**config.mk**
```make
export PLATFORM = sky130hd
export DESIGN_NAME = alu_issue_sequencer
export DESIGN_NICKNAME = d
export VERILOG_FILES = /design/src/rtl/alu_issue_sequencer.sv
export SDC_FILE = /design/constraint.sdc
export NUM_CORES = 1
export LEC_CHECK = 0
export BUFFER_PORTS_ARGS = -buffer_cell sky130_fd_sc_hd__buf_2
export CORE_UTILIZATION = 57
export CTS_BUF_LIST = sky130_fd_sc_hd__clkbuf_16
export DETAILED_ROUTE_END_ITERATION = 16
export PLACE_DENSITY = 0.89
export SYNTH_ARGS = -nofsm -noshare
export SYNTH_HDL_FRONTEND = slang
export SYNTH_SLANG_ARGS = --single-unit
```
**constraint.sdc**
```tcl
create_clock -name clk -period 3.1 [get_ports clk]
set_input_delay 0.775 -clock clk [delete_from_list [all_inputs] [get_ports clk]]
set_output_delay 0.775 -clock clk [all_outputs]
set_load 0.02 [all_outputs]
```
**src/rtl/alu_issue_sequencer.sv**
```systemverilog
// alu_issue_sequencer: instruction FIFO, 4x4 register file and operator issue/writeback.
// Optional zero_flag output is enabled by defining SEQ_ZERO_FLAG_EN.
module alu_issue_sequencer #(
  parameter int FIFO_DEPTH = 4,
  parameter int OP_LAT     = 2
) (
  input  logic       clk,
  input  logic       rst,
  input  logic       in_valid,
  input  logic [7:0] in_instr,
  output logic       in_ready,
  input  logic       reg_wr_en,
  input  logic [1:0] reg_wr_addr,
  input  logic [3:0] reg_wr_data,
  output logic       reg_wr_ready,
  output logic [7:0] instr,
  output logic [3:0] A,
  output logic [3:0] B,
  input  logic [3:0] dato_mux,
  output logic       res_valid,
  output logic [3:0] res_data,
`ifdef SEQ_ZERO_FLAG_EN
  output logic       zero_flag,
`endif
  output logic       busy
);

  localparam int PW = (FIFO_DEPTH > 1) ? $clog2(FIFO_DEPTH) : 1;
  localparam int CW = (OP_LAT > 1) ? $clog2(OP_LAT) : 1;
  localparam logic [PW:0]   FULL_CNT = (PW+1)'(FIFO_DEPTH);
  localparam logic [PW:0]   CNT_ONE  = (PW+1)'(1);
  localparam logic [PW-1:0] PTR_ONE  = PW'(1);
  localparam logic [CW-1:0] WAIT_LD  = CW'(OP_LAT - 1);
  localparam logic [CW-1:0] WAIT_ONE = CW'(1);

  typedef enum logic [1:0] {
    IDLE,
    ISSUE,
    WAIT,
    WB
  } state_t;

  state_t        state;
  logic [7:0]    mem [FIFO_DEPTH];
  logic [PW-1:0] rd_ptr;
  logic [PW-1:0] wr_ptr;
  logic [PW:0]   count;
  logic [7:0]    word;
  logic [CW-1:0] cnt;
  logic [3:0]    regs [4];
  logic          push;
  logic          pop;
  logic          host_wr;

  assign in_ready     = (count != FULL_CNT);
  assign push         = in_valid && in_ready;
  assign pop          = (state == IDLE) && (count != '0);
  assign reg_wr_ready = (state != WB);
  assign host_wr      = reg_wr_en && reg_wr_ready;
  assign busy         = (state != IDLE) || (count != '0);

  // FIFO storage; entries need no reset since validity is tracked by count
  always_ff @(posedge clk) begin
    if (push) mem[wr_ptr] <= in_instr;
  end

  // FIFO pointers and occupancy; simultaneous push and pop leave count unchanged
  always_ff @(posedge clk) begin
    if (rst) begin
      rd_ptr <= '0;
      wr_ptr <= '0;
      count  <= '0;
    end else begin
      if (push) wr_ptr <= wr_ptr + PTR_ONE;
      if (pop)  rd_ptr <= rd_ptr + PTR_ONE;
      if (push && !pop)      count <= count + CNT_ONE;
      else if (pop && !push) count <= count - CNT_ONE;
    end
  end

  // Register file: writeback wins; host writes are refused during WB
  always_ff @(posedge clk) begin
    if (rst) begin
      for (int i = 0; i < 4; i++) regs[i] <= '0;
    end else if (state == WB && word[0]) begin
      regs[word[4:3]] <= dato_mux;
    end else if (host_wr) begin
      regs[reg_wr_addr] <= reg_wr_data;
    end
  end

  // Sequencer: pop, drive operator inputs, hold for OP_LAT, capture result
  always_ff @(posedge clk) begin
    if (rst) begin
      state     <= IDLE;
      cnt       <= '0;
      word      <= '0;
      instr     <= '0;
      A         <= '0;
      B         <= '0;
      res_valid <= 1'b0;
      res_data  <= '0;
`ifdef SEQ_ZERO_FLAG_EN
      zero_flag <= 1'b0;
`endif
    end else begin
      res_valid <= 1'b0;
      unique case (state)
        IDLE: begin
          if (pop) begin
            word  <= mem[rd_ptr];
            state <= ISSUE;
          end
        end
        ISSUE: begin
          instr <= word;
          A     <= regs[word[4:3]];
          B     <= regs[word[2:1]];
          cnt   <= WAIT_LD;
          state <= WAIT;
        end
        WAIT: begin
          if (cnt == '0) state <= WB;
          else           cnt   <= cnt - WAIT_ONE;
        end
        WB: begin
          res_data  <= dato_mux;
          res_valid <= 1'b1;
`ifdef SEQ_ZERO_FLAG_EN
          zero_flag <= (dato_mux == 4'h0);
`endif
          state     <= IDLE;
        end
      endcase
    end
  end

endmodule

```
==> results.toml <==
[setup_path]
cp_data_required_time_ps = 3350
cp-end-kind = "flip-flop"
r2r_cells = 10
critPathMaxFanout = 11
cpLargestDelayFamily = "adder cells"
r2r_slack_ps = 380
crit_path_cell_trace = "inv_1 -> ha_1 -> o31a_1 -> inv_1 -> ha_1 -> inv_1 -> fa_1 -> xor2_1 -> or3_1 -> a21oi_1"
crit_path_max_incr_delay_ps = 380
r2r-end = "count[2]"
reg2reg_from = "state[0]"
crit_slowest_cell = "dfxtp_1"
critical_path_class = "flip-flop to flip-flop"
arrival_ps = 2980
critPathLaunchType = "flip-flop"
cp_common_cell = "inv_1"
critPathBufInv = 3

[drt]
drtPass1Iterations = 4
routed_wl_um = 6910
drt_iter0_markers = 144
drc = 0
wl_per_cell_um = 16.9
vias = 2331
via_per_inst = 5.71
ant_nets = 0

[clocking]
clock-sinks = 87
clockBufferDepth = 2
cts_resized = 0
post-cts-setup-buffers = 0
clock-root-buffer = "clkbuf_16"
numCtsBuffers = 9
cts_tree = "done"
cts.htree.levels = 3
holdBufCountCts = 0
insertion_delay_ps = 330
clk_pin_slew_worst_paths_ps = 60

[grt]
grt_pass1_vias = 2158
grt_pass1_wl_um = 10600
grt_max_degree = 25
grt_util_all_layers_pct = 22.0
antenna_found_initial = 0
grt.overflow.total = 0

[final_layout]
num-nets-final = 358
antennaDiodeCount = 0
drive_gt1_share_pct = 24.8
postLayoutCellArea_sq_mm = 0.00427
syn_to_final_growth_pct = 15.3

[timing]
finalSetupViolCount = 0
worst_pin_slew_ps = 1020
slew_viol_final = 0
period_minus_slack_ps = 2720
fin_setup_tns_ps = 0
max-slew-margin-rel_pct = 32.1
fmax_mhz = 367
rsz0062_at_grt = "no"
period_share_pct = 87.9
timing_hold_violations_final = 0
fin_worst_skew_ps = 7.67
hold_ws_ps = 472

[logic_synthesis]
yosysWarnings = 0
synth_top_area_cell = "edfxtp_1"
synth.area.top_cells = "edfxtp_1 39%, dfxtp_1 21%, mux4_2 9.7%"
synth.yosys.seq_area_share_pct = 60.0
syn_nets = 317
netlist-cell-type-count = 35
syn_area_sq_mm = 0.00370
synth-seq-cells = 87
post-synth-top-count-cell = "edfxtp_1"
synthFlopType = "edfxtp_1"
synthTopCellsByCount = "48 x edfxtp_1, 39 x dfxtp_1, 34 x nor2_1"
async_flop_share_pct = 0
synth_cells = 285
synth_area_per_cell_sq_um = 13.0
synth_edf_count = 48
yosysTopAreaCellShare_pct = 38.9

[die]
row_count = 29
core_sq_mm = 0.00631
die_w_um = 82.6
ios = 46
initial_core_util_pct = 58.7
die_y_um = 82.6
die_area_sq_mm = 0.00683

[min_path]
hold_depth = 2
hp-start = "word[5]"
worst_hold_path.endpoint = "word[5]"
min_path_type = "flip-flop to flip-flop"

[pwr]
leakage_nw = 1.68
p_per_area_mw_per_mm2 = 834
finalPower_mw = 3.56
ir_drop_mv = 0.554

[placed_design]
dp_hpwl_um = 4750
place_congestion = 0.842
placedInstanceArea_sq_mm = 0.00397
portBuffers = 45

[outcome]
status = "finished, final reports clean"

[run]
timing.max_cap.violations = 0
==> layer usage <==
layer	GRT usage, %	share of wire, %
met2	35.5	50
met1	29.1	43
met4	9.48	2.0
met3	4.40	4.9
met5	0	0
==> through the flow <==
step	worst slack, ps	cells	util, %
6_report	375	408	67.6
5_1_grt	191	408	67.6
4_1_cts	357	408	67.6
3_5_place_dp	386	392	62.8
3_3_place_gp	649	392	62.8
2_1_floorplan	719	285	-
==> registers in the layout, summed over array words and instances, names as in the netlist, 3 cells and up <==
register,flops
word,8
instr,8
regs,16
A,4
count,3
res_data,4
B,4
mem,32
==> worst register-to-register path: cells and delay by family, from the launching register on <==
kind / cells / cell delay [ps]
AOI/OAI and AO/OA: 2 / 430
xor gates and xnor gates: 1 / 180
adders and majority gates: 3 / 870
buffers and inverters: 3 / 480
DFF: 1 / 380
and+or+nand+nor: 1 / 310
==> how the worst max path moves through the flow <==
stage                     startpoint  slack (ps)  depth (start not counted)        to
after global placement      state[0]         650                         10  count[2]
after CTS                   state[0]         360                         10  count[2]
after global routing        state[0]         190                         10  count[2]
after detailed placement    state[0]         390                         10  count[2]
after floorplan             state[0]         720                         12  count[2]
final                       state[0]         380                         10  count[2]
==> placed cells by master (no fill, tap or decap), types with 2 or more instances in the layout <==
master and instances:
a21o_1 4, a21oi_1 13, and2_1 4, and3_1 4, and3b_1 2, buf_2 45
buf_4 2, clkbuf_16 9, dfxtp_1 39, edfxtp_1 48, ha_1 9, inv_1 15
inv_6 2, mux2i_1 22, mux4_2 16, nand2_1 21, nand3_1 7, nand3b_1 6
nor2_1 34, nor3b_1 3, o21ai_0 4, or3_1 2, xor2_1 2
==> kinds of logic (layout without fill, tap and decap cells) <==
family | count (synthesis) | after routing | synth area share, %
compound gates | 29 | 29 | 5.40
xor+xnor | 3 | 3 | 0.709
flops | 87 | 87 | 60.0
fa+ha+maj | 10 | 10 | 3.58
simple gates | 86 | 86 | 11.1
mux | 38 | 38 | 15.7
buf+inv | 32 | 78 | 3.55
==> power by group <==
| group | internal [mW] | total (mW) | switching [mW] |
|---|---|---|---|
| Combinational | 0.413 | 0.886 | 0.474 |
| Sequential | 1.39 | 1.59 | 0.195 |
| Clock | 0.634 | 1.09 | 0.455 |
| Total | 2.44 | 3.56 | 1.12 |
==> final cells by class <==
cell class | instances | area (sq um)
clock buffers | 9 | 225
clock inverters | 7 | 78.8
fillers | 439 | 2040
inverters | 15 | 56.3
multi-input cells | 166 | 1350
flip-flops and latches | 87 | 2220
well taps | 77 | 96.3
repair buffers | 47 | 240
Power figures use the tool's default switching activity.
